[config.mk]
export PLATFORM = sky130hd
export DESIGN_NAME = ide_strobe_gen
export DESIGN_NICKNAME = d
export VERILOG_FILES = /design/src/rtl/ide_strobe_gen_pkg.sv /design/src/rtl/ide_strobe_gen_sync2.sv /design/src/rtl/ide_strobe_gen.sv
export SDC_FILE = /design/constraint.sdc
export NUM_CORES = 1
export LEC_CHECK = 0
export BUFFER_PORTS_ARGS = -buffer_cell sky130_fd_sc_hd__buf_4
export CORE_ASPECT_RATIO = 1.75
export CORE_MARGIN = 2
export CORE_UTILIZATION = 35
export DETAILED_ROUTE_END_ITERATION = 10
export GPL_TIMING_DRIVEN = 0
export HOLD_SLACK_MARGIN = 0.15
export SETUP_SLACK_MARGIN = 0.5
export SYNTH_ARGS = -nofsm -noshare
export SYNTH_HDL_FRONTEND = slang
export SYNTH_SLANG_ARGS = --single-unit
[constraint.sdc]
create_clock -name CLK -period 2.51 [get_ports CLK]
set_input_delay 0.251 -clock CLK [delete_from_list [all_inputs] [get_ports CLK]]
set_output_delay 0.251 -clock CLK [all_outputs]
set_load 0.03 [all_outputs]
[src/rtl/ide_strobe_gen_pkg.sv]
// Shared state encoding and counter helpers for the IDE PIO strobe generator.
package ide_strobe_gen_pkg;

  localparam int CNT_W = 8;

  typedef enum logic [2:0] {
    IDE_IDLE     = 3'd0,
    IDE_SETUP    = 3'd1,
    IDE_ACTIVE   = 3'd2,
    IDE_WAIT_RDY = 3'd3,
    IDE_COMPLETE = 3'd4,
    IDE_HOLD     = 3'd5,
    IDE_DONE     = 3'd6
  } ide_state_e;

  // A phase of N clocks counts N-1 down to 0, so the load value is N-1.
  function automatic logic [CNT_W-1:0] clks_to_load(input int unsigned clks);
    clks_to_load = CNT_W'(clks - 32'd1);
  endfunction

endpackage

[src/rtl/ide_strobe_gen_sync2.sv]
// Generic 2-flop synchroniser with synchronous active-low reset; resets to 1.
module sync2 (
  input  logic CLK,
  input  logic RESET_n,
  input  logic d,
  output logic q
);

  logic meta_q;
  logic sync_q;

  // Two-stage capture of the asynchronous input.
  always_ff @(posedge CLK) begin
    if (!RESET_n) begin
      meta_q <= 1'b1;
      sync_q <= 1'b1;
    end else begin
      meta_q <= d;
      sync_q <= meta_q;
    end
  end

  assign q = sync_q;

endmodule

[src/rtl/ide_strobe_gen.sv]
// IDE PIO strobe generator: times t1 setup, t2 pulse, IORDY wait and t4 hold in CLK cycles.
// Optional IORDY wait timeout is built when IDE_TIMEOUT_EN is defined.
module ide_strobe_gen
  import ide_strobe_gen_pkg::*;
#(
  parameter int unsigned T1_CLKS      = 3,
  parameter int unsigned T2_CLKS      = 7,
  parameter int unsigned T4_CLKS      = 2,
  parameter int unsigned TIMEOUT_CLKS = 255
) (
  input  logic CLK,
  input  logic RESET_n,
  input  logic ide_access,
  input  logic AS_n,
  input  logic UDS_n,
  input  logic LDS_n,
  input  logic RW,
  input  logic IORDY,
  output logic IOR_n,
  output logic IOW_n,
  output logic dtack,
  output logic timeout_err
);

  ide_state_e       state_q, state_d;
  logic [CNT_W-1:0] cnt_q, cnt_d;
  logic             cyc_rd_q, cyc_rd_d;
  logic             ior_n_q, ior_n_d;
  logic             iow_n_q, iow_n_d;
  logic             dtack_q, dtack_d;
  logic             rdy_s;
  logic             ds_s;
`ifdef IDE_TIMEOUT_EN
  logic [CNT_W-1:0] tmo_q, tmo_d;
  logic             terr_q, terr_d;
`else
  logic             unused_tmo_s;
  assign unused_tmo_s = ^CNT_W'(TIMEOUT_CLKS);
`endif

  assign ds_s = !UDS_n || !LDS_n;

  sync2 u_iordy_sync (
    .CLK     (CLK),
    .RESET_n (RESET_n),
    .d       (IORDY),
    .q       (rdy_s)
  );

  // Next-state and next-output logic; AS_n high mid-cycle aborts without dtack.
  always_comb begin
    state_d  = state_q;
    cnt_d    = cnt_q;
    cyc_rd_d = cyc_rd_q;
    ior_n_d  = ior_n_q;
    iow_n_d  = iow_n_q;
    dtack_d  = dtack_q;
`ifdef IDE_TIMEOUT_EN
    tmo_d    = tmo_q;
    terr_d   = terr_q;
`endif
    case (state_q)
      IDE_IDLE: begin
        if (ide_access && !AS_n && ds_s) begin
          cyc_rd_d = RW;
          cnt_d    = clks_to_load(T1_CLKS);
          state_d  = IDE_SETUP;
        end else begin
          state_d  = IDE_IDLE;
        end
      end
      IDE_SETUP: begin
        if (AS_n) begin
          ior_n_d = 1'b1;
          iow_n_d = 1'b1;
          dtack_d = 1'b0;
          state_d = IDE_IDLE;
        end else if (cnt_q == 8'd0) begin
          if (cyc_rd_q) begin
            ior_n_d = 1'b0;
          end else begin
            iow_n_d = 1'b0;
          end
          cnt_d   = clks_to_load(T2_CLKS);
          state_d = IDE_ACTIVE;
        end else begin
          cnt_d   = cnt_q - 8'd1;
        end
      end
      IDE_ACTIVE: begin
        if (AS_n) begin
          ior_n_d = 1'b1;
          iow_n_d = 1'b1;
          dtack_d = 1'b0;
          state_d = IDE_IDLE;
        end else if (cnt_q == 8'd0) begin
          if (rdy_s) begin
            state_d = IDE_COMPLETE;
          end else begin
            state_d = IDE_WAIT_RDY;
`ifdef IDE_TIMEOUT_EN
            tmo_d   = clks_to_load(TIMEOUT_CLKS);
`endif
          end
        end else begin
          cnt_d   = cnt_q - 8'd1;
        end
      end
      IDE_WAIT_RDY: begin
        if (AS_n) begin
          ior_n_d = 1'b1;
          iow_n_d = 1'b1;
          dtack_d = 1'b0;
          state_d = IDE_IDLE;
        end else if (rdy_s) begin
          state_d = IDE_COMPLETE;
`ifdef IDE_TIMEOUT_EN
        end else if (tmo_q == 8'd0) begin
          terr_d  = 1'b1;
          state_d = IDE_COMPLETE;
        end else begin
          tmo_d   = tmo_q - 8'd1;
        end
`else
        end else begin
          state_d = IDE_WAIT_RDY;
        end
`endif
      end
      IDE_COMPLETE: begin
        if (cyc_rd_q) begin
          dtack_d = 1'b1;
          state_d = IDE_DONE;
        end else begin
          iow_n_d = 1'b1;
          cnt_d   = clks_to_load(T4_CLKS);
          state_d = IDE_HOLD;
        end
      end
      IDE_HOLD: begin
        if (AS_n) begin
          ior_n_d = 1'b1;
          iow_n_d = 1'b1;
          dtack_d = 1'b0;
          state_d = IDE_IDLE;
        end else if (cnt_q == 8'd0) begin
          dtack_d = 1'b1;
          state_d = IDE_DONE;
        end else begin
          cnt_d   = cnt_q - 8'd1;
        end
      end
      IDE_DONE: begin
        // Read strobe is held until the CPU ends the cycle so data stays driven.
        if (AS_n) begin
          ior_n_d = 1'b1;
          dtack_d = 1'b0;
          state_d = IDE_IDLE;
        end else begin
          state_d = IDE_DONE;
        end
      end
      default: begin
        ior_n_d = 1'b1;
        iow_n_d = 1'b1;
        dtack_d = 1'b0;
        state_d = IDE_IDLE;
      end
    endcase
  end

  // State and registered-output flops.
  always_ff @(posedge CLK) begin
    if (!RESET_n) begin
      state_q  <= IDE_IDLE;
      cnt_q    <= 8'd0;
      cyc_rd_q <= 1'b0;
      ior_n_q  <= 1'b1;
      iow_n_q  <= 1'b1;
      dtack_q  <= 1'b0;
`ifdef IDE_TIMEOUT_EN
      tmo_q    <= 8'd0;
      terr_q   <= 1'b0;
`endif
    end else begin
      state_q  <= state_d;
      cnt_q    <= cnt_d;
      cyc_rd_q <= cyc_rd_d;
      ior_n_q  <= ior_n_d;
      iow_n_q  <= iow_n_d;
      dtack_q  <= dtack_d;
`ifdef IDE_TIMEOUT_EN
      tmo_q    <= tmo_d;
      terr_q   <= terr_d;
`endif
    end
  end

  assign IOR_n = ior_n_q;
  assign IOW_n = iow_n_q;
  assign dtack = dtack_q;
`ifdef IDE_TIMEOUT_EN
  assign timeout_err = terr_q;
`else
  assign timeout_err = 1'b0;
`endif

endmodule

==> metrics <==
outcome completed; DRT iter0 DRCs 64; maximum clock path buffer count 2; hold_buf cts 0; cell area after layout 0.00141 mm2; Port Buffers 10; Netlist cell types 48; Floorplan Core Area 0.00296 mm2; Ant. Diodes 0; Hold/Removal Path Class input pin to flop; commonest non-fill, non-tap cells in the layout 18 x buf_4, 13 x nand2_1, 12 x dfxtp_1; DR vias 1211; Final Non-Filler Cells 205; crit path max fanout 2; Slew headroom 0.549; Total Routing Usage GR 0.199; Initial DRT Pass Iterations 4; chip height 77.9 um; Max Freq 504 MHz; sequential element share of the synthesized area 0.311; Critical Path RT 2.70 ns; chip width 46.3 um; routability congestion estimate 0.910; critical path arrival 2.18 ns; hold path depth 2; routed len/inst 16.0 um; worst-skew pair later-pin latency 0.26 ns; DRT Wirelength 3.28 mm; H-tree Lvls 1; Main synth FF type dfxtp_1; CTS tree done; commonest non-fill, non-tap cell in the layout buf_4; Pwr Density 528 mW/mm2; unrepaired setup endpoints after global routing yes; slew of the pin with the lowest slew margin 0.670 ns; flops & latches, synth 17; CTS Root Cell clkbuf_8; Setup crit start kind flop; first-pass GRT wire length 5.27 mm; peak supply drop 0.334 mV; Sink Count 17; CTS Buf Count 3; Mapped Area 0.00109 mm2; fin util 0.475; total power 744 uW; Final Max Slew Viols 0; layout net count 173; drt drc 0; Final min period 1.98 ns; Fin. Hold Viols 0; initial core utilization 0.369; Setup TNS 0 ns; clock skew 0.00201 ns; Cells after Synth 142; Post-Syn Area per Cell 7.70 um2; placed cells 194; Async SR Flop Fraction 0; I/O pin total 12; placed cell area 0.00122 mm2; num rows 26; Vias per Instance 5.91; ANT nets after route 0; vias in the first global route 1173; Crit Path Class flop to flop; post-synth net total 151; final setup fails 0; GR Overflow Total 0; MaxCap Viol Count 0; Worst Reg2Reg Path Length in Cells 6; Worst-path clk slew 0.07 ns; die area 0.00361 mm2; CP Capture Type flop; DP Wirelength 2.41 mm; initial antenna violation count 0; number of enable flip-flop cells after synthesis 0; period utilization 0.791; leakage 0.000549 uW; layout cells sized above 1 0.276; Synth Warn # 0; largest net degree at the start of global routing 11; synth-to-layout area growth 28.7%
==> kinds of logic (layout without fill, tap and decap cells) <==
kind of cell               after synthesis  count (layout)  synth area share
buffers and inverters                   18              39            0.0732
muxes                                    1               1           0.00915
AOI/OAI and AO/OA                       51              51             0.324
other                                    1               1           0.00343
adders and majority gates                1               1            0.0114
and+or+nand+nor                         52              52             0.260
xor gates and xnor gates                 1               1           0.00801
DFF                                     17              17             0.311
==> final timing paths <==
kind	slack [ns]	from	endpoint
worst max register to register	0.53	state_q[0]	cnt_q[5]
worst min-delay path	0.17	IORDY	u_iordy_sync.meta_q
worst min register to register	0.42	u_iordy_sync.meta_q	u_iordy_sync.q
worst max-delay path	0.53	state_q[0]	cnt_q[5]
==> report_power, final <==
part / switching (uW) / internal (uW) / total (uW)
sequential: 10.9 / 282 / 293
combinational: 136 / 101 / 237
clock: 101 / 113 / 214
==> timing repair <==
item	4_1_cts	5_1_grt
setup buffers	5	2
pin swaps	5	8
cloned	0	0
gates resized for setup	16	14
endpoints found under the setup margin	14	10
==> flip-flops by register name (all words and copies together) (netlist names) <==
name / flops
dtack: 1
cyc_rd_q: 1
cnt_q: 8
u_iordy_sync.q: 1
IOR_n: 1
IOW_n: 1
state_q: 3
u_iordy_sync.meta_q: 1
==> Yosys cell counts (3+ instances only) <==
| library cell | count | area, um2 |
|---|---|---|
| a31oi_1 | 3 | 18.8 |
| nand2b_1 | 6 | 37.5 |
| nor3_1 | 4 | 20.0 |
| dfxtp_1 | 17 | 340 |
| nor4_1 | 4 | 25.0 |
| a211oi_1 | 3 | 22.5 |
| nand2_1 | 13 | 48.8 |
| o31ai_1 | 3 | 22.5 |
| a21oi_1 | 11 | 55.1 |
| nor2_1 | 10 | 37.5 |
| inv_1 | 8 | 30.0 |
| clkbuf_1 | 7 | 26.3 |
| o21ai_0 | 10 | 50.1 |
==> critical path, cell delays in order (launching register included) <==
cell,delay [ns]
dfxtp_2,0.32
buf_6,0.11
or3b_4,0.37
and2_4,0.17
or4_4,0.41
or4b_1,0.47
o21ai_1,0.08
==> per-stage QoR <==
step	hold WS, ns	setup WS (ns)
after global routing	0.187	0.417
after CTS	0.175	0.456
final	0.173	0.526
after global placement	0.396	0.0428
after detailed placement	0.405	0.0433
after floorplan	0.352	0.487
==> cell type report <==
cell class	count	area, um2
plain buffers	10	72.6
clock buffers	4	45.0
fillers	298	1550
inverters	8	30.0
multi-input cells	107	731
flip-flops and latches	17	349
well taps	42	52.6
repair buffers	17	128
==> routing by layer <==
metal	GRT usage	share of wire
met3	0.0256	0.057
met4	0.109	0.056
met5	0	0
met1	0.210	0.35
met2	0.351	0.54
(Power assumes the default switching activity.)
